<file path="src/rtl/fifo_stream_reader.sv">
// fifo_stream_reader: read-side front end for the synchronous FIFO.
// Prefetches words from a 1-cycle-latency FIFO read port into a two-entry
// buffer (head + skid) and presents them as a valid/ready stream that can
// sustain one beat per cycle.
// Optional build macro FIFO_STREAM_READER_BEAT_CNT_EN adds a 16-bit
// wrapping counter of accepted beats on port beat_cnt.
module fifo_stream_reader #(
  parameter int unsigned WIDTH = 8
) (
  input  logic             clk,
  input  logic             rst,
  input  logic             en,
  input  logic             fifo_empty,
  output logic             fifo_rd_en,
  input  logic [WIDTH-1:0] fifo_data,
  output logic             m_valid,
  input  logic             m_ready,
  output logic [WIDTH-1:0] m_data
`ifdef FIFO_STREAM_READER_BEAT_CNT_EN
  ,
  output logic [15:0]      beat_cnt
`endif
);

  typedef enum logic [1:0] {
    EMPTY = 2'd0,
    ONE   = 2'd1,
    TWO   = 2'd2
  } buf_state_t;

  buf_state_t       state;
  logic             valid_q;
  logic             inflight;
  logic [WIDTH-1:0] head;
  logic [WIDTH-1:0] skid;

  logic             pop;
  logic [1:0]       occ;
  logic [2:0]       credit;

  assign m_valid = valid_q;
  assign m_data  = head;
  assign pop     = valid_q && m_ready;

  // Buffer occupancy as a number, for the read-credit calculation.
  always_comb begin
    occ = 2'd0;
    case (state)
      EMPTY:   occ = 2'd0;
      ONE:     occ = 2'd1;
      TWO:     occ = 2'd2;
      default: occ = 2'd0;
    endcase
  end

  // Issue a read only when the word will have a slot once it lands; a pop
  // this cycle frees a slot, so m_ready feeds fifo_rd_en combinationally.
  always_comb begin
    credit     = {1'b0, occ} + {2'b00, inflight} - {2'b00, pop};
    fifo_rd_en = en && !rst && !fifo_empty && (credit < 3'd2);
  end

  // Buffer FSM: capture arriving words, shift skid into head on pops.
  always_ff @(posedge clk) begin
    if (rst) begin
      state    <= EMPTY;
      valid_q  <= 1'b0;
      inflight <= 1'b0;
      head     <= '0;
      skid     <= '0;
    end else begin
      inflight <= fifo_rd_en;
      case (state)
        EMPTY: begin
          if (inflight) begin
            head    <= fifo_data;
            state   <= ONE;
            valid_q <= 1'b1;
          end
        end
        ONE: begin
          if (inflight && !pop) begin
            skid  <= fifo_data;
            state <= TWO;
          end else if (inflight && pop) begin
            head <= fifo_data;
          end else if (pop) begin
            state   <= EMPTY;
            valid_q <= 1'b0;
          end
        end
        TWO: begin
          // Arrival without a pop cannot happen here: the read credit
          // keeps occupancy plus in-flight words at two or fewer.
          if (pop) begin
            head <= skid;
            if (inflight) begin
              skid <= fifo_data;
            end else begin
              state <= ONE;
            end
          end
        end
        default: begin
          state   <= EMPTY;
          valid_q <= 1'b0;
        end
      endcase
    end
  end

`ifdef FIFO_STREAM_READER_BEAT_CNT_EN
  // Count accepted beats, wrapping at 16 bits.
  always_ff @(posedge clk) begin
    if (rst) begin
      beat_cnt <= '0;
    end else if (pop) begin
      beat_cnt <= beat_cnt + 16'd1;
    end
  end
`endif

endmodule
</file>
<file path="config.mk">
export PLATFORM = sky130hd
export DESIGN_NAME = fifo_stream_reader
export DESIGN_NICKNAME = d
export VERILOG_FILES = /design/src/rtl/fifo_stream_reader.sv
export SDC_FILE = /design/constraint.sdc
export NUM_CORES = 1
export LEC_CHECK = 0
export ABC_AREA = 1
export ABC_CLOCK_PERIOD_IN_PS = 4900
export BUFFER_PORTS_ARGS = -buffer_cell sky130_fd_sc_hd__buf_2
export CAP_MARGIN = 30
export CORE_ASPECT_RATIO = 0.8
export CORE_MARGIN = 2
export CORE_UTILIZATION = 48
export DETAILED_ROUTE_END_ITERATION = 12
export PLACE_DENSITY = 0.8
export SLEW_MARGIN = 0
export SYNTH_ARGS = -nofsm -noshare
export SYNTH_HDL_FRONTEND = slang
export SYNTH_SLANG_ARGS = --single-unit
</file>
<file path="constraint.sdc">
create_clock -name clk -period 4.9 [get_ports clk]
set_input_delay 0.49 -clock clk [delete_from_list [all_inputs] [get_ports clk]]
set_output_delay 0.49 -clock clk [all_outputs]
set_load 0.03 [all_outputs]
</file>
# Word level (Yosys, flattened, before mapping)
# Cells that the tools add are included.
[word_totals]
register_bits = 20
inputBits = 13
out_inout_bits = 10
elab_cells = 59
[op_classes]
addsub = 2
magnitude_cmp = 1
eq_ne = 13
n_mux = 21
bitwise_logic = 1
n_reduce_logical = 16
[ops]
columns = ["op", "count"]
rows = [
  ["2-to-1 mux 8 bit", 6],
  ["one-hot mux 8 bit (3 select lines)", 1],
  ["inequality test 2 bit, second input constant", 9],
  ["one-hot mux 8 bit (2 select lines)", 1],
  ["AND reduction 5 bit", 3],
  ["2-to-1 mux 2 bit", 6],
  ["logical AND 1 bit", 6],
  ["inequality test 3 bit, second input constant", 2],
  ["one-hot mux 2 bit (3 select lines)", 1],
  ["2-to-1 mux 1 bit", 4],
  ["one-hot mux 2 bit (2 select lines)", 1],
  ["AND reduction 4 bit", 1],
  ["adder 2 x 1 -> 3 bit", 1],
  ["logical NOT 1 bit", 3],
  ["less-than comparator 3 x 2 -> 1 bit, second input constant", 1],
  ["one-hot mux 1 bit (3 select lines)", 1],
  ["nonzero test 3 bit", 1],
  ["subtractor 3 x 1 -> 3 bit", 1],
  ["equality test 2 x 1 -> 1 bit, second input constant", 1],
  ["equality test 2 bit, second input constant", 1],
  ["logical NOT 2 bit", 1],
  ["nonzero test 2 bit", 1],
  ["NOT 1 bit", 1],
]

# Logic depth before layout (Yosys ltp)
# Gate-level depths: netlist of the first run.
[logic_depth]
ltp_word = 6
ltp_mapped = 8
mapped_depth_nobuf = 8

# Least setup slack after synthesis of the first run
# Ideal clock, no wire load.
[synth_timing]
path_kind = "register to output"
startpoint = "register valid_q, in the netlist m_valid"
endpoint = "output fifo_rd_en"
arrival_time_ns = 1.957
required_ns = 4.410
setup_slack_ns = 2.453
path_stages_with_launch = 7
n_path_buf = 0
cell_sequence = "dfxtp_1 > nand2_2 > nor2_1 > a21oi_1 > fa_1 > o211ai_1 > nor2_1"
[synth_via]
elab_chain_cells = 4
[synth_lines]
columns = ["element", "line", "text"]
rows = [
  ["start, declared", "32", "logic valid_q;"],
  ["start signal, assigned", "67", "valid_q <= 1'b0;"],
  ["start signal, assigned", "78", "valid_q <= 1'b1;"],
  ["start signal, assigned", "89", "valid_q <= 1'b0;"],
  ["logical AND 1 bit", "43", "assign pop = valid_q && m_ready;"],
  ["subtractor 3 x 1 -> 3 bit", "59", "credit = {1'b0, occ} + {2'b00, inflight} - {2'b00, pop};"],
  ["less-than comparator 3 x 2 -> 1 bit", "60", "fifo_rd_en = en && !rst && !fifo_empty && (credit < 3'd2);"],
  ["logical AND 1 bit", "60", ""],
  ["end, declared", "14", "output logic fifo_rd_en,"],
]
# Every way passes these cells.

# Worst setup path in the final report of the first run
# Same ends and word-level chain as after synthesis.

==> summary.md, run 1 <==
| Metric | Value |
|---|---|
| Sw frac | `27.7%` |
| Share of layout cells above drive strength 1 | `19.6%` |
| Max_cap viols | `0` |
| Post-CTS Setup Inserts | `0` |
| Internal power | `0.000232 W` |
| GP Congestion | `0.900` |
| IO Count | `23` |
| Syn Inst Count | `162` |
| Commonest non-fill, non-tap cell in the layout | `nand2_1` |
| Inserted Clock Buffers | `3` |
| First-pass GRT wire length | `3.58 mm` |
| WP data arrival | `2.17 ns` |
| Min-delay worst type | `in -> reg` |
| Min cycle time layout | `2.66 ns` |
| CP Launch Type | `flop` |
| Sum Neg Setup Slack | `0 ns` |
| Critical path required time | `4.41 ns` |
| Number of synthesized flops with an enable pin | `0` |
| Vias | `1004` |
| Worst vdd ir | `0.203 mV` |
| Final worst slack | `2.24 ns` |
| Initial Utilization | `49.3%` |
| Clock-pin slew on the worst setup and hold paths | `0.11 ns` |
| WL/cell | `10.0 µm` |
| Initial antenna violation count | `0` |
| IO Port Bufs | `22` |
| Iter 0 DRT Violations | `42` |
| Clock buffer depth | `2` |
| Final Cycle Share | `54.3%` |
| Status | `complete, no violations` |
| Comb power frac | `16.0%` |
| Fmax | `0.376 GHz` |
| Die area | `2550 µm²` |
| GRT overflow | `0` |
| Max-slew violations | `0` |
| Yosys warns | `0` |
| Post-synthesis cell type count | `19` |
| HPWL Detailed | `1.51 mm` |
| NumNets Final | `199` |
| P&R area growth vs syn | `14.0%` |
| Most frequent cells in the layout | `nand2_1 (42), nor2_1 (37), buf_2 (22)` |
| Slew HR | `68.6%` |
| Sequential share of power | `54.1%` |
| Clk pwr share | `29.9%` |
| Number of buffers inserted by hold repair at cts | `0` |
| Die Wd | `55.9 µm` |
| Pre-CTS WS | `2.35 ns` |
| Post-Syn Area | `1040 µm²` |
| PostCTS Resize Cnt | `0` |
| Synth Flop Type | `dfxtp_1` |
| Total wire length | `2.09 mm` |
| Largest net degree at the start of global routing | `23` |
| Syn Area/Cell | `6.40 µm²` |
| Skew final | `0.000807 ns` |
| Clock Root Buffer | `clkbuf_4` |
| Overall Global Routing Usage | `18.2%` |
| CTS tree | `yes` |
| Post-Syn Nets | `176` |
| CTS Sinks | `20` |
| CP endpoint kind | `output port` |
| Antenna-violating nets left | `0` |
| Worst skew pair latency | `0.30 ns` |
| Num rows | `15` |
| Worst-Margin Slew | `0.468 ns` |
| Drt drc | `0` |
| Yosys reg bits | `20` |
| Ant diodes | `0` |
| Core Area | `2100 µm²` |
| Leak pwr | `0.628 nW` |
| Number of failing hold endpoints at the final stage | `0` |
| H-tree Lvls | `1` |
| CP max FO | `5` |
| Die Y-Extent | `45.6 µm` |
| Sw Pwr | `0.0000887 W` |
| Finish-stage setup viols | `0` |
| Setup Crit Path Kind | `reg -> out` |
| First drt pass iteration count | `5` |
| Register area share after synthesis | `38.6%` |
| Async set-or-reset flop fraction in the synthesized netlist | `0%` |
| Vias in the first global route | `829` |
| Vias per inst | `4.80` |
| RSZ-0062 raised after global routing | `false` |
| Pwr/cell area | `271 nW/µm²` |
-- power by group through the flow --
stage               logic [W]  clock network [W]  registers [W]
floorplan           0.0000270                  0       0.000186
global placement    0.0000500                  0       0.000176
detailed placement  0.0000509                  0       0.000177
CTS                 0.0000513          0.0000998       0.000173
global route        0.0000576           0.000107       0.000174
finish              0.0000514          0.0000957       0.000173
-- synth_stat cells, types with 2 or more instances --
cell type,number,area share [%]
nand3_1,13,6.3
o21ai_0,8,3.9
buf_2,2,0.97
nand2_1,42,15
nor2_2,2,1.2
a21oi_1,4,1.9
inv_2,2,0.72
buf_6,2,2.2
nand2_2,4,2.4
nor2_1,37,13
dfxtp_1,20,39
inv_1,19,6.9
-- per-stage QoR --
| stage | util, % | cells | total power (W) | cell area [µm²] | hold slack (ns) |
|---|---|---|---|---|---|
| 6_report | 56.2 | 209 | 0.000320 | 1180 | 0.371 |
| 4_1_cts | 56.2 | 209 | 0.000324 | 1180 | 0.361 |
| 3_3_place_gp | 54.5 | 205 | 0.000226 | 1140 | 0.494 |
| 2_1_floorplan | - | 162 | 0.000213 | 1040 | 0.520 |
| 3_5_place_dp | 54.5 | 205 | 0.000228 | 1140 | 0.499 |
| 5_1_grt | 56.2 | 209 | 0.000339 | 1180 | 0.373 |
-- kinds of logic after synthesis --
group,Yosys count,synth area share [%]
simple gates,100,40.6
buf+inv,26,11.1
flops,20,38.6
compound gates,15,7.73
fa+ha+maj,1,1.93
-- state kept, by name (all words and copies together), names as in the netlist --
name,count
skid,8
state,2
inflight,1
m_data,8
m_valid,1
-- cell type report --
class / instances / area, µm²
Fill cell: 205 / 921
Tap cell: 25 / 31.3
Clock buffer: 4 / 36.3
Sequential cell: 20 / 400
Inverter: 22 / 82.6
Timing Repair Buffer: 22 / 110
Multi-Input combinational cell: 116 / 520
-- worst paths after layout --
| path | slack, ns | endpoint | depth (start not counted) | from |
|---|---|---|---|---|
| worst max-delay path | 2.24 | fifo_rd_en | 9 | m_valid$_SDFFE_PP0P_ |
| worst min-delay path | 0.37 | m_valid$_SDFFE_PP0P_ | 2 | rst |
| worst max register to register | 3.17 | inflight$_SDFF_PP0_ | 7 | m_valid$_SDFFE_PP0P_ |
| worst min register to register | 0.51 | m_data[5]$_SDFFE_PP0P_ | 4 | m_data[5]$_SDFFE_PP0P_ |
-- layer usage --
metal | GRT usage (%) | part of all wire (%) | vias up | wire length (µm)
li1 | - | - | 539 | -
met1 | 25.1 | 50 | 429 | 1050
met2 | 28.3 | 43 | 32 | 909
met3 | 6.25 | 5.2 | 4 | 109
met4 | 3.81 | 1.2 | 0 | 25
met5 | 0 | 0 | - | 0
-- worst max-delay path, stage by stage, from the launching register on --
cell and delay, ns:
dfxtp_1 0.37, nand2_2 0.13, nand2_1 0.09, nor2_1 0.23, a21oi_1 0.10, fa_1 0.42
nand2_1 0.09, nand3_1 0.10, nor2_1 0.14, buf_2 0.21
Power figures use the tool's default switching activity.
==> run 2, diff against run 1 <==
--- a/config.mk
+++ b/config.mk
@@ -6,7 +6,7 @@
 export NUM_CORES = 1
 export LEC_CHECK = 0
 export ABC_AREA = 1
-export ABC_CLOCK_PERIOD_IN_PS = 4900
+export ABC_CLOCK_PERIOD_IN_PS = 2770
 export BUFFER_PORTS_ARGS = -buffer_cell sky130_fd_sc_hd__buf_2
 export CAP_MARGIN = 30
 export CORE_ASPECT_RATIO = 0.8
==> constraint.sdc (replaced) <==
create_clock -name clk -period 2.77 [get_ports clk]
set_input_delay 0.277 -clock clk [delete_from_list [all_inputs] [get_ports clk]]
set_output_delay 0.277 -clock clk [all_outputs]
set_load 0.03 [all_outputs]
==> summary.md, run 2 (synthesis results as in run 1) <==
| Metric | Value |
|---|---|
| Status | `complete, no violations` |
| Inserted Clock Buffers | `3 (unchanged)` |
| Skew final | `0.00487 ns (+0.00407 ns)` |
| Final Cycle Share | `89.3%` |
| Slew HR | `69.5% (+0.89 points)` |
| Number of fill cells | `209 (+2.0%)` |
| WL/cell | `9.87 µm (-1.3%)` |
| NumNets Final | `199 (unchanged)` |
| Vias | `967 (-3.7%)` |
| P&R area growth vs syn | `14.0% (unchanged)` |
| GRT overflow | `0 (unchanged)` |
| Share of layout cells above drive strength 1 | `19.6% (unchanged)` |
| Num rows | `15 (unchanged)` |
| IO Count | `23 (unchanged)` |
| Vias in the first global route | `773 (-6.8%)` |
| Initial antenna violation count | `0 (unchanged)` |
| Register area | `400 µm² (unchanged)` |
| Setup Crit Path Kind | `reg -> out` |
| Die Wd | `55.9 µm (unchanged)` |
| Clock buffer depth | `2 (unchanged)` |
| Max-slew violations | `0 (unchanged)` |
| CP Launch Type | `flop` |
| Worst skew pair latency | `0.30 ns (about the same)` |
| Die area | `2550 µm² (unchanged)` |
| Die Y-Extent | `45.6 µm (unchanged)` |
| Leak pwr | `0.628 nW (unchanged)` |
| CP endpoint kind | `output port` |
| Vias per inst | `4.63 (-3.7%)` |
| RSZ-0062 raised after global routing | `false` |
| Initial Utilization | `49.3% (unchanged)` |
| Max_cap viols | `0 (unchanged)` |
| Most frequent cells in the layout | `nand2_1 (42), nor2_1 (37), buf_2 (22)` |
| First-pass GRT wire length | `3.42 mm (-4.6%)` |
| Hold slack final | `0.164 ns (-0.207 ns)` |
| Iter 0 DRT Violations | `28 (-33%)` |
| Power Total | `0.000567 W (+77%)` |
| IO Port Bufs | `22 (unchanged)` |
| Cell area after layout | `1180 µm² (unchanged)` |
| Finish-stage setup viols | `0 (unchanged)` |
| HPWL Detailed | `1.53 mm (+1.0%)` |
| Fmax | `0.404 GHz` |
| Antenna-violating nets left | `0 (unchanged)` |
| R2R depth | `6 (-1)` |
| Pwr/cell area | `480 nW/µm² (+77%)` |
| Ant diodes | `0 (unchanged)` |
| R2r startpoint | `inflight$_SDFF_PP0_` |
| Overall Global Routing Usage | `17.8% (-0.40 points)` |
| Min-delay worst type | `in -> reg` |
| Sum Neg Setup Slack | `0 ns (unchanged)` |
| Worst-Margin Slew | `0.454 ns (-0.0133 ns)` |
| Worst vdd ir | `0.240 mV (+18%)` |
| Min cycle time layout | `2.47 ns` |
| Critical path startpoint | `inflight$_SDFF_PP0_` |
| Clock-pin slew on the worst setup and hold paths | `0.12 ns (about the same)` |
| Number of buffers inserted by hold repair at cts | `0 (unchanged)` |
| Post-CTS Setup Inserts | `0 (unchanged)` |
| GP Congestion | `0.896 (-0.40%)` |
| Crit path to | `fifo_rd_en` |
| H-tree Lvls | `1 (unchanged)` |
| Total wire length | `2.06 mm (-1.3%)` |
| Number of failing hold endpoints at the final stage | `0 (unchanged)` |
| Critical path required time | `2.49 ns (-1.92 ns)` |
| FF-to-FF setup slack | `1.02 ns (-2.15 ns)` |
| Area of the multi-input gates | `520 µm² (unchanged)` |
| Commonest non-fill, non-tap cell in the layout | `nand2_1` |
| Clock Root Buffer | `clkbuf_4` |
| Drt drc | `0 (unchanged)` |
| Core Area | `2100 µm² (unchanged)` |
| Dpl cell area | `1140 µm² (unchanged)` |
| WP data arrival | `2.20 ns (+0.03 ns)` |
| Worst r2r dst | `inflight$_SDFF_PP0_` |
| PostCTS Resize Cnt | `0 (unchanged)` |
| Largest net degree at the start of global routing | `23 (unchanged)` |
| CTS Sinks | `20 (unchanged)` |
| CTS tree | `yes` |
| Final Util | `56.2% (unchanged)` |
| CP max FO | `6 (+1)` |
| First drt pass iteration count | `4 (-1)` |
run 2: cell counts in the layout (fill, tap and decap cells not counted):
No cell type changed its count.
run 2: final cells by class:
type	instances	share of cell area [%]
clock buffers	4	3.07
inverters	22	6.99
multi-input cells	116	44.1
flip-flops and latches	20	33.9
well taps	25	2.65
repair buffers	22	9.32
run 2: metrics by stage:
step	worst slack, ns	cells
finish	0.297	209
global route	0.124	209
CTS	0.343	209
detailed placement	0.655	205
global placement	0.725	205
floorplan	0.536	162
run 2: how the worst min path moves through the flow:
stage | startpoint | endpoint | slack (ns) | depth (start not counted)
2_1_floorplan | rst | m_valid$_SDFFE_PP0P_ | 0.35 | 1
4_1_cts | rst | state[0]$_SDFFE_PP0P_ | 0.16 | 2
3_5_place_dp | rst | state[0]$_SDFFE_PP0P_ | 0.49 | 2
6_report | rst | m_valid$_SDFFE_PP0P_ | 0.16 | 2
3_3_place_gp | rst | state[1]$_SDFFE_PP0P_ | 0.48 | 2
5_1_grt | rst | state[0]$_SDFFE_PP0P_ | 0.16 | 2
run 2: worst max-delay path, stage by stage (launching register included):
cell	delay (ns)
dfxtp_1	0.48
nand2_1	0.11
nor2_1	0.24
a21oi_1	0.11
fa_1	0.51
o211ai_1	0.10
nor2_1	0.13
buf_2	0.21
run 2: per-layer routing:
layer	global-route usage [%]	share of wire [%]
met1	25.7	50
met2	25.7	45
met3	3.69	4.6
met4	8.57	0.48
met5	0	0
run 2: report_power, final:
group | switching [W] | internal [W] | leakage (nW)
Combinational | 0.0000601 | 0.0000303 | 0.445
Sequential | 0.00000709 | 0.000299 | 0.162
Clock | 0.0000904 | 0.0000801 | 0.0210
Total | 0.000158 | 0.000410 | 0.628
